[src/rtl/tetris_pkg.sv]
// Shared constants and types for the score keeper, display path and gravity timer.
package tetris_pkg;

  localparam int unsigned SCORE_W = 13;
  localparam int unsigned LINES_W = 10;
  localparam int unsigned LEVEL_W = 4;
  localparam int unsigned LMOD_W  = 4;
  localparam int unsigned CNT_W   = 5;
  localparam int unsigned BASE_W  = 7;
  localparam int unsigned CLR_W   = 3;

  localparam int unsigned DEF_SCORE_MAX       = 8191;
  localparam int unsigned DEF_LINES_MAX       = 999;
  localparam int unsigned DEF_LEVEL_MAX       = 15;
  localparam int unsigned DEF_LINES_PER_LEVEL = 10;

  localparam logic [BASE_W-1:0] PTS_1 = 7'd4;
  localparam logic [BASE_W-1:0] PTS_2 = 7'd10;
  localparam logic [BASE_W-1:0] PTS_3 = 7'd30;
  localparam logic [BASE_W-1:0] PTS_4 = 7'd120;

  typedef enum logic [1:0] {
    ST_IDLE = 2'd0,
    ST_ADD  = 2'd1,
    ST_LVL  = 2'd2
  } state_e;

  // Zero marks an illegal line count; such events are consumed without effect.
  function automatic logic [BASE_W-1:0] base_points(input logic [CLR_W-1:0] n);
    case (n)
      3'd1:    return PTS_1;
      3'd2:    return PTS_2;
      3'd3:    return PTS_3;
      3'd4:    return PTS_4;
      default: return '0;
    endcase
  endfunction

endpackage

[src/rtl/sat_add.sv]
// Unsigned adder that clamps its result to a ceiling.
module sat_add #(
  parameter int unsigned W   = 8,
  parameter int unsigned MAX = 255
) (
  input  logic [W-1:0] a_i,
  input  logic [W-1:0] b_i,
  output logic [W-1:0] y_o
);

  localparam int unsigned WS = W + 1;
  localparam logic [W:0]  MAX_V = WS'(MAX);

  logic [W:0] sum_c;

  always_comb begin
    sum_c = {1'b0, a_i} + {1'b0, b_i};
    y_o   = (sum_c > MAX_V) ? MAX_V[W-1:0] : sum_c[W-1:0];
  end

endmodule

[src/rtl/tetris_score.sv]
// Score/lines/level keeper: accepts line-clear events and multiplies base points
// by (level+1) through repeated addition.
module tetris_score
  import tetris_pkg::*;
#(
  parameter int unsigned SCORE_MAX       = DEF_SCORE_MAX,
  parameter int unsigned LINES_MAX       = DEF_LINES_MAX,
  parameter int unsigned LEVEL_MAX       = DEF_LEVEL_MAX,
  parameter int unsigned LINES_PER_LEVEL = DEF_LINES_PER_LEVEL
) (
  input  logic               clk,
  input  logic               rst_n,
  input  logic               game_reset,
  input  logic               clr_valid,
  output logic               clr_ready,
  input  logic [CLR_W-1:0]   clr_lines,
  input  logic               drop_pulse,
  output logic [SCORE_W-1:0] score,
  output logic [LINES_W-1:0] lines,
  output logic [LEVEL_W-1:0] level,
  output logic               busy
);

  state_e              state_q, state_d;
  logic [BASE_W-1:0]   base_q, base_d;
  logic [CNT_W-1:0]    cnt_q, cnt_d;
  logic [SCORE_W-1:0]  score_q, score_d;
  logic [LINES_W-1:0]  lines_q, lines_d;
  logic [LEVEL_W-1:0]  level_q, level_d;
  logic [LMOD_W-1:0]   lmod_q, lmod_d;

  logic [SCORE_W-1:0]  score_inc_c, score_sum_c;
  logic [LINES_W-1:0]  lines_sum_c;
  logic [BASE_W-1:0]   clr_base_c;
  logic                hs_c;

  assign clr_ready  = (state_q == ST_IDLE) && !game_reset;
  assign busy       = (state_q != ST_IDLE);
  assign hs_c       = clr_valid && clr_ready;
  assign clr_base_c = base_points(clr_lines);

  // A drop landing on an ADD step is folded into that same addition.
  always_comb begin
    score_inc_c = SCORE_W'(drop_pulse);
    if (state_q == ST_ADD) score_inc_c = score_inc_c + SCORE_W'(base_q);
  end

  sat_add #(.W(SCORE_W), .MAX(SCORE_MAX)) u_score_add (
    .a_i (score_q),
    .b_i (score_inc_c),
    .y_o (score_sum_c)
  );

  sat_add #(.W(LINES_W), .MAX(LINES_MAX)) u_lines_add (
    .a_i (lines_q),
    .b_i (LINES_W'(clr_lines)),
    .y_o (lines_sum_c)
  );

  always_comb begin
    state_d = state_q;
    base_d  = base_q;
    cnt_d   = cnt_q;
    score_d = score_sum_c;
    lines_d = lines_q;
    level_d = level_q;
    lmod_d  = lmod_q;
    if (game_reset) begin
      state_d = ST_IDLE;
      base_d  = '0;
      cnt_d   = '0;
      score_d = '0;
      lines_d = '0;
      level_d = '0;
      lmod_d  = '0;
    end else begin
      case (state_q)
        ST_IDLE: begin
          if (hs_c && (clr_base_c != '0)) begin
            base_d  = clr_base_c;
            cnt_d   = CNT_W'(level_q) + CNT_W'(1);
            lines_d = lines_sum_c;
            lmod_d  = lmod_q + LMOD_W'(clr_lines);
            state_d = ST_ADD;
          end
        end
        ST_ADD: begin
          cnt_d = cnt_q - CNT_W'(1);
          if (cnt_q == CNT_W'(1)) state_d = ST_LVL;
        end
        ST_LVL: begin
          if (lmod_q >= LMOD_W'(LINES_PER_LEVEL)) begin
            lmod_d = lmod_q - LMOD_W'(LINES_PER_LEVEL);
            if (level_q != LEVEL_W'(LEVEL_MAX)) level_d = level_q + LEVEL_W'(1);
          end
          state_d = ST_IDLE;
        end
        default: state_d = ST_IDLE;
      endcase
    end
  end

  always_ff @(posedge clk or negedge rst_n) begin
    if (!rst_n) begin
      state_q <= ST_IDLE;
      base_q  <= '0;
      cnt_q   <= '0;
      score_q <= '0;
      lines_q <= '0;
      level_q <= '0;
      lmod_q  <= '0;
    end else begin
      state_q <= state_d;
      base_q  <= base_d;
      cnt_q   <= cnt_d;
      score_q <= score_d;
      lines_q <= lines_d;
      level_q <= level_d;
      lmod_q  <= lmod_d;
    end
  end

  assign score = score_q;
  assign lines = lines_q;
  assign level = level_q;

endmodule

[config.mk]
export PLATFORM = sky130hd
export DESIGN_NAME = tetris_score
export DESIGN_NICKNAME = d
export VERILOG_FILES = /design/src/rtl/tetris_pkg.sv /design/src/rtl/sat_add.sv /design/src/rtl/tetris_score.sv
export SDC_FILE = /design/constraint.sdc
export NUM_CORES = 1
export LEC_CHECK = 0
export CAP_MARGIN = 0
export CORE_ASPECT_RATIO = 0.75
export CORE_MARGIN = 2
export CORE_UTILIZATION = 40
export DETAILED_ROUTE_END_ITERATION = 6
export DONT_BUFFER_PORTS = 1
export PLACE_DENSITY = 0.63
export RECOVER_POWER = 100
export SKIP_LAST_GASP = 1
export SLEW_MARGIN = 20
export SYNTH_ARGS = -nofsm -noshare
export SYNTH_HDL_FRONTEND = slang
export SYNTH_SLANG_ARGS = --single-unit
[constraint.sdc]
create_clock -name clk -period 4.45 [get_ports clk]
set_clock_uncertainty 0.15 [all_clocks]
set_input_delay 0.89 -clock clk [delete_from_list [all_inputs] [get_ports clk]]
set_output_delay 0.89 -clock clk [all_outputs]
set_load 0.005 [all_outputs]
; ---- Word-level counts from Yosys, hierarchy flattened
; Index checks and enable logic that the tools add are counted.
[op_classes]
addsub = 8
magnitude_cmp = 3
n_eq_ne = 11
n_mux = 26
reduce_logical = 19
[ops]
columns = cell, count
row1 = $mux 10, 4
row2 = $mux 4, 7
row3 = $pmux 7 s4, 1
row4 = $mux 13, 2
row5 = $mux 7, 3
row6 = $add 13x8->14, 1
row7 = $gt 14x13->1 const B, 1
row8 = $reduce_bool 2->1, 6
row9 = $add 10x3->11, 1
row10 = $gt 11x10->1 const B, 1
row11 = $mux 5, 2
row12 = $pmux 5 s2, 1
row13 = $add 1x7->8, 1
row14 = $mux 8, 1
row15 = $pmux 4 s2, 1
row16 = $reduce_bool 7->1, 1
row17 = $eq 3x2->1 const B, 2
row18 = $mux 2, 3
row19 = $ne 3x2->1 const B, 2
row20 = $reduce_and 2->1, 3
row21 = $reduce_and 3->1, 2
row22 = $reduce_bool 3->1, 2
row23 = $add 4x1->5 const B, 1
row24 = $eq 5x1->1 const B, 1
row25 = 15 further kinds, 17
[totals]
register_bits = 45
in_bits = 8
out_inout_bits = 29
word_cells = 74

; ---- Depth between registers and ports, before layout
[logic_depth]
word_depth = 7
mapped_depth = 11
depth_no_buf = 9

; ---- Cells and area by module
; From an unflattened synthesis, not the netlist that was laid out.
[hier_totals]
hier_cells = 407
area_unflattened_um2 = 3618.5
[by_module_without_submodules]
columns = mod, n_inst, cells_per_inst, area_per_inst_um2, seq_area_each_um2
row1 = tetris_score, 1, 229, 2265.9, 1076.0
row2 = sat_add at u_score_add, 1, 92, 678.2, 0.0
row3 = sat_add at u_lines_add, 1, 86, 674.4, 0.0

; ---- Worst setup path before layout
; No wires, ideal clock.
[synth_path]
path_kind = input to register
start = in clr_lines[0]
end = reg lines_q[1], in the netlist lines[1]
setup_ps = 99
arrival_time_ps = 2644
required_ps = 4201
path_slack_ps = 1557
path_stages = 7
n_path_buf = 0
path_cell_list = ha_1 fa_1 a21o_1 nor4b_2 mux2i_1 a211o_1 a311oi_1
[synth_via]
elab_chain_len = 6
elab_cells_between_ends = 15
cone_classes = 1 x add/sub / 1 x order compare / 4 x eq/ne / 5 x mux / 4 x reduce/logical
[synth_lines]
columns = item, line
row1 = "start, declared", tetris_score.sv:16  ; input logic [CLR_W-1:0] clr_lines,
row2 = $add 10x3->11 (tied with other cells), sat_add.sv:17  ; sum_c = {1'b0, a_i} + {1'b0, b_i};
row3 = $gt 11x10->1 or $pmux 7 s4 (tied branches), "sat_add.sv:18, tetris_pkg.sv:30"
row4 = $mux 10 or $reduce_bool 7->1 (tied branches), "sat_add.sv:18, tetris_score.sv:79"
row5 = $mux 10 or $logic_and 1x1->1 (tied branches), tetris_score.sv:79  ; if (hs_c && (clr_base_c != '0)) begin
row6 = $mux 10 or $reduce_bool 2->1 (tied branches), --
row7 = $mux 10 or $reduce_and 2->1 (tied branches), --
row8 = "end signal, assigned", tetris_score.sv:117  ; lines_q <= lines_d;
row9 = "end, declared", tetris_score.sv:28  ; logic [LINES_W-1:0] lines_q, lines_d;
; Parallel ways exist; a longest one is shown, timed or not. The select of a mux whose other input is x is not followed.
; A chain may end at the register's enable or synchronous reset.

; ---- Final worst setup path
[layout_path]
start = reg state_q[1]
end = reg score_q[1], in the netlist score[1]
[layout_via]
elab_chain_len = 6
[layout_lines]
columns = item, line
row1 = "start, declared", tetris_score.sv:24  ; state_e state_q, state_d;
row2 = "start signal, assigned", tetris_score.sv:113  ; state_q <= state_d;
row3 = $eq 2x1->1 *, tetris_score.sv:45  ; if (state_q == ST_ADD) score_inc_c = score_inc_c + SCORE_W'(base_q);
row4 = $mux 8 *, tetris_score.sv:45
row5 = $add 13x8->14 *, sat_add.sv:17
row6 = $gt 14x13->1, sat_add.sv:18  ; y_o = (sum_c > MAX_V) ? MAX_V[W-1:0] : sum_c[W-1:0];
row7 = $mux 13 *, sat_add.sv:18
row8 = $mux 13 *, tetris_score.sv:68  ; if (game_reset) begin
row9 = via score_d[1], tetris_score.sv:27  ; logic [SCORE_W-1:0] score_q, score_d;
row10 = "end signal, assigned", tetris_score.sv:116  ; score_q <= score_d;
row11 = "end, declared", tetris_score.sv:27
; Mark *: on every way through the listed nets, which the timed path passes. The rest lies on a longest branch.

==> out/qor.yml <==
run_status: "complete, no violations"
wirelength_um: 6358
max_cap_violations: 0
setup_viol: 0
die_x_um: 100.5
cts_max_level: 2
synth_largest_area_cell: "dfrtp_1"
hold_viol_final: 0
seq_area_frac_synth_pct: 38.50
vias: 2210
coreArea_sq_mm: 0.006799
crit_fanout: 15
crit_type: "flop to flop"
grt_pass1_vias: 2118
syn_inst: 302
worst_pin_slew_ps: 754.0
drc: 0
port_buffers: 0
yosysWarnings: 0
cts_max_path_buffers: 2
drtPass1Iterations: 4
startpoint_type: "flop"
clk_pin_slew_worst_paths_ps: 90
power_uw: 832.2
finalCritPeriodShare_pct: 72.68
synth_edf_count: 0
first_iter_violations: 178
die_y_um: 76.40
grtUsageTotal_pct: 17.15
avgSynthCellArea_sq_um: 9.256
die-area_sq_mm: 0.007680
finalCriticalPeriod_ps: 3234
path_delay_family: "compound AO/OA/AOI/OAI gates"
routedWlPerCell_um: 16.60
slew_headroom_pct: 49.35
min_path_type: "input port to async pin"
antenna_found_initial: 0
irDropWorstVdd_mv: 0.1252
max_stage_delay_ps: 470
start_util_pct: 41.11
clock.fmax_ghz: 0.3092
ys_ff_latch: 43
nets: 326
fp-row-count: 26
p_leak_uw: 0.001293
clkLatencyLatePin_ps: 300
slowest_stage: "nand4_1"
synth_nets: 330
arrival_ps: 3300
ys.flop_type: "dfrtp_1"
cts_root_buffer: "clkbuf_8"
synth_area_leaders: "dfrtp_1 (38%), ha_1 (7.6%), a21oi_1 (4.8%)"
layout-drive-gt1-share_pct: 3.679
antenna-diode-count: 0
grt_pass1_wl_um: 10720
postRouteAntennaNets: 0
ctsHoldBuffers: 0
cts_tree: "yes"
crit_buf_inv: 1
gp_congestion: 0.8427
gr-total-overflow: 0
ioPinCount: 37
synth_top_area_share_pct: 38.50
final_common_cell: "dfrtp_1"
clock_sinks: 43
layout_common_cells: "dfrtp_1 (43), a21oi_1 (27), nor2_1 (27)"
rsz0062_at_grt: "false"
slew_viol_final: 0
post_cts_resized: 0
worst_ep_required_time_ps: 4520
crit_chain: "nor2b_1 > clkbuf_1 > and2_0 > ha_1 > o21a_1 > o21bai_1 > a31oi_1 > nand4_1 > a21oi_1"
cts_setup_buffers: 0
syn2layout_area_growth_pct: 4.834
power_density_mw_per_mm2: 284.0
async_reset_ff_share_pct: 100.0
grt_max_degree: 47
cts_made_buffers: 5
hpwl_um: 4421
tns_ps: 0
avgViaCountPerCell: 5.770
end_kind: "flop"
synthDistinctLibCells: 57
syn_area_sq_mm: 0.002795
-- registers in the layout, indices dropped and copies added (netlist names) --
signal	count
score	13
lines	10
base_q	5
cnt_q	5
level	4
lmod_q	4
state_q	2
-- per-stage QoR --
step                      hold slack, ps  setup slack [ps]  util (%)  instance area (sq um)  std cells
after floorplan                    340.3              1557         -                   2795        302
after global placement             354.8              1458     41.92                   2850        375
after detailed placement           360.6              1407     41.92                   2850        375
after CTS                          114.1              1527     43.39                   2950        383
after global routing               107.5             879.6     43.10                   2930        383
final                              124.3              1216     43.10                   2930        383
-- power by group --
| part | internal [uW] | switching [uW] | leakage, uW |
|---|---|---|---|
| sequential | 409 | 20.9 | 0.000590 |
| combinational | 51.5 | 73.1 | 0.000652 |
| clock | 142 | 136 | 0.0000515 |
-- worst paths after layout --
kind,startpoint,slack [ps],cells past startpoint,to
setup reg to reg,state_q[1],1220,9,score[1]
setup / recovery,state_q[1],1220,9,score[1]
max in group asynchronous,rst_n,3930,0,base_q[2]
hold reg to reg,base_q[5],370,2,base_q[5]
min in group clk,base_q[5],370,2,base_q[5]
hold / removal,rst_n,120,0,level[0]
-- Yosys cell counts (3+ instances only) --
library cell and n:
dfrtp_1 43, a21oi_1 27, nor2_1 26, nand2_1 23
ha_1 17, inv_1 15, nand3_1 10, nor3_1 10
o21ai_0 10, a211oi_1 9, xnor2_1 7, xor2_1 7
a311oi_1 6, and2_1 6, clkbuf_1 6, a21o_1 5
a31oi_1 5, nor2b_1 5, buf_2 4, mux2i_1 4
nand4_1 4, nor4_1 4, fa_1 3, nand3b_1 3
o31ai_1 3, or3_1 3
-- cells by family (layout without fill, tap and decap cells) --
logic type	count (synthesis)	after routing	share of synthesized area [%]
simple gates	110	110	21.67
compound gates	84	84	20.19
flops	43	43	38.50
buf+inv	27	24	4.073
fa+ha+maj	20	20	9.758
xor+xnor	14	14	4.387
mux	4	4	1.432
-- cell type report --
class / instances / area, sq um
fill: 657 / 3869
clock buffer: 8 / 100.1
sequential: 43 / 1076
timing repair buffer: 1 / 3.754
tap: 84 / 105.1
multi-input combinational: 232 / 1589
inverter: 15 / 56.30
-- routing by layer --
layer	vias up	GRT usage [%]	routed length (um)
met3	2	4.862	298
met2	33	24.56	2673
met5	-	0	0
met4	0	2.466	17
li1	1103	-	-
met1	1072	26.16	3370
(Power assumes the default switching activity.)
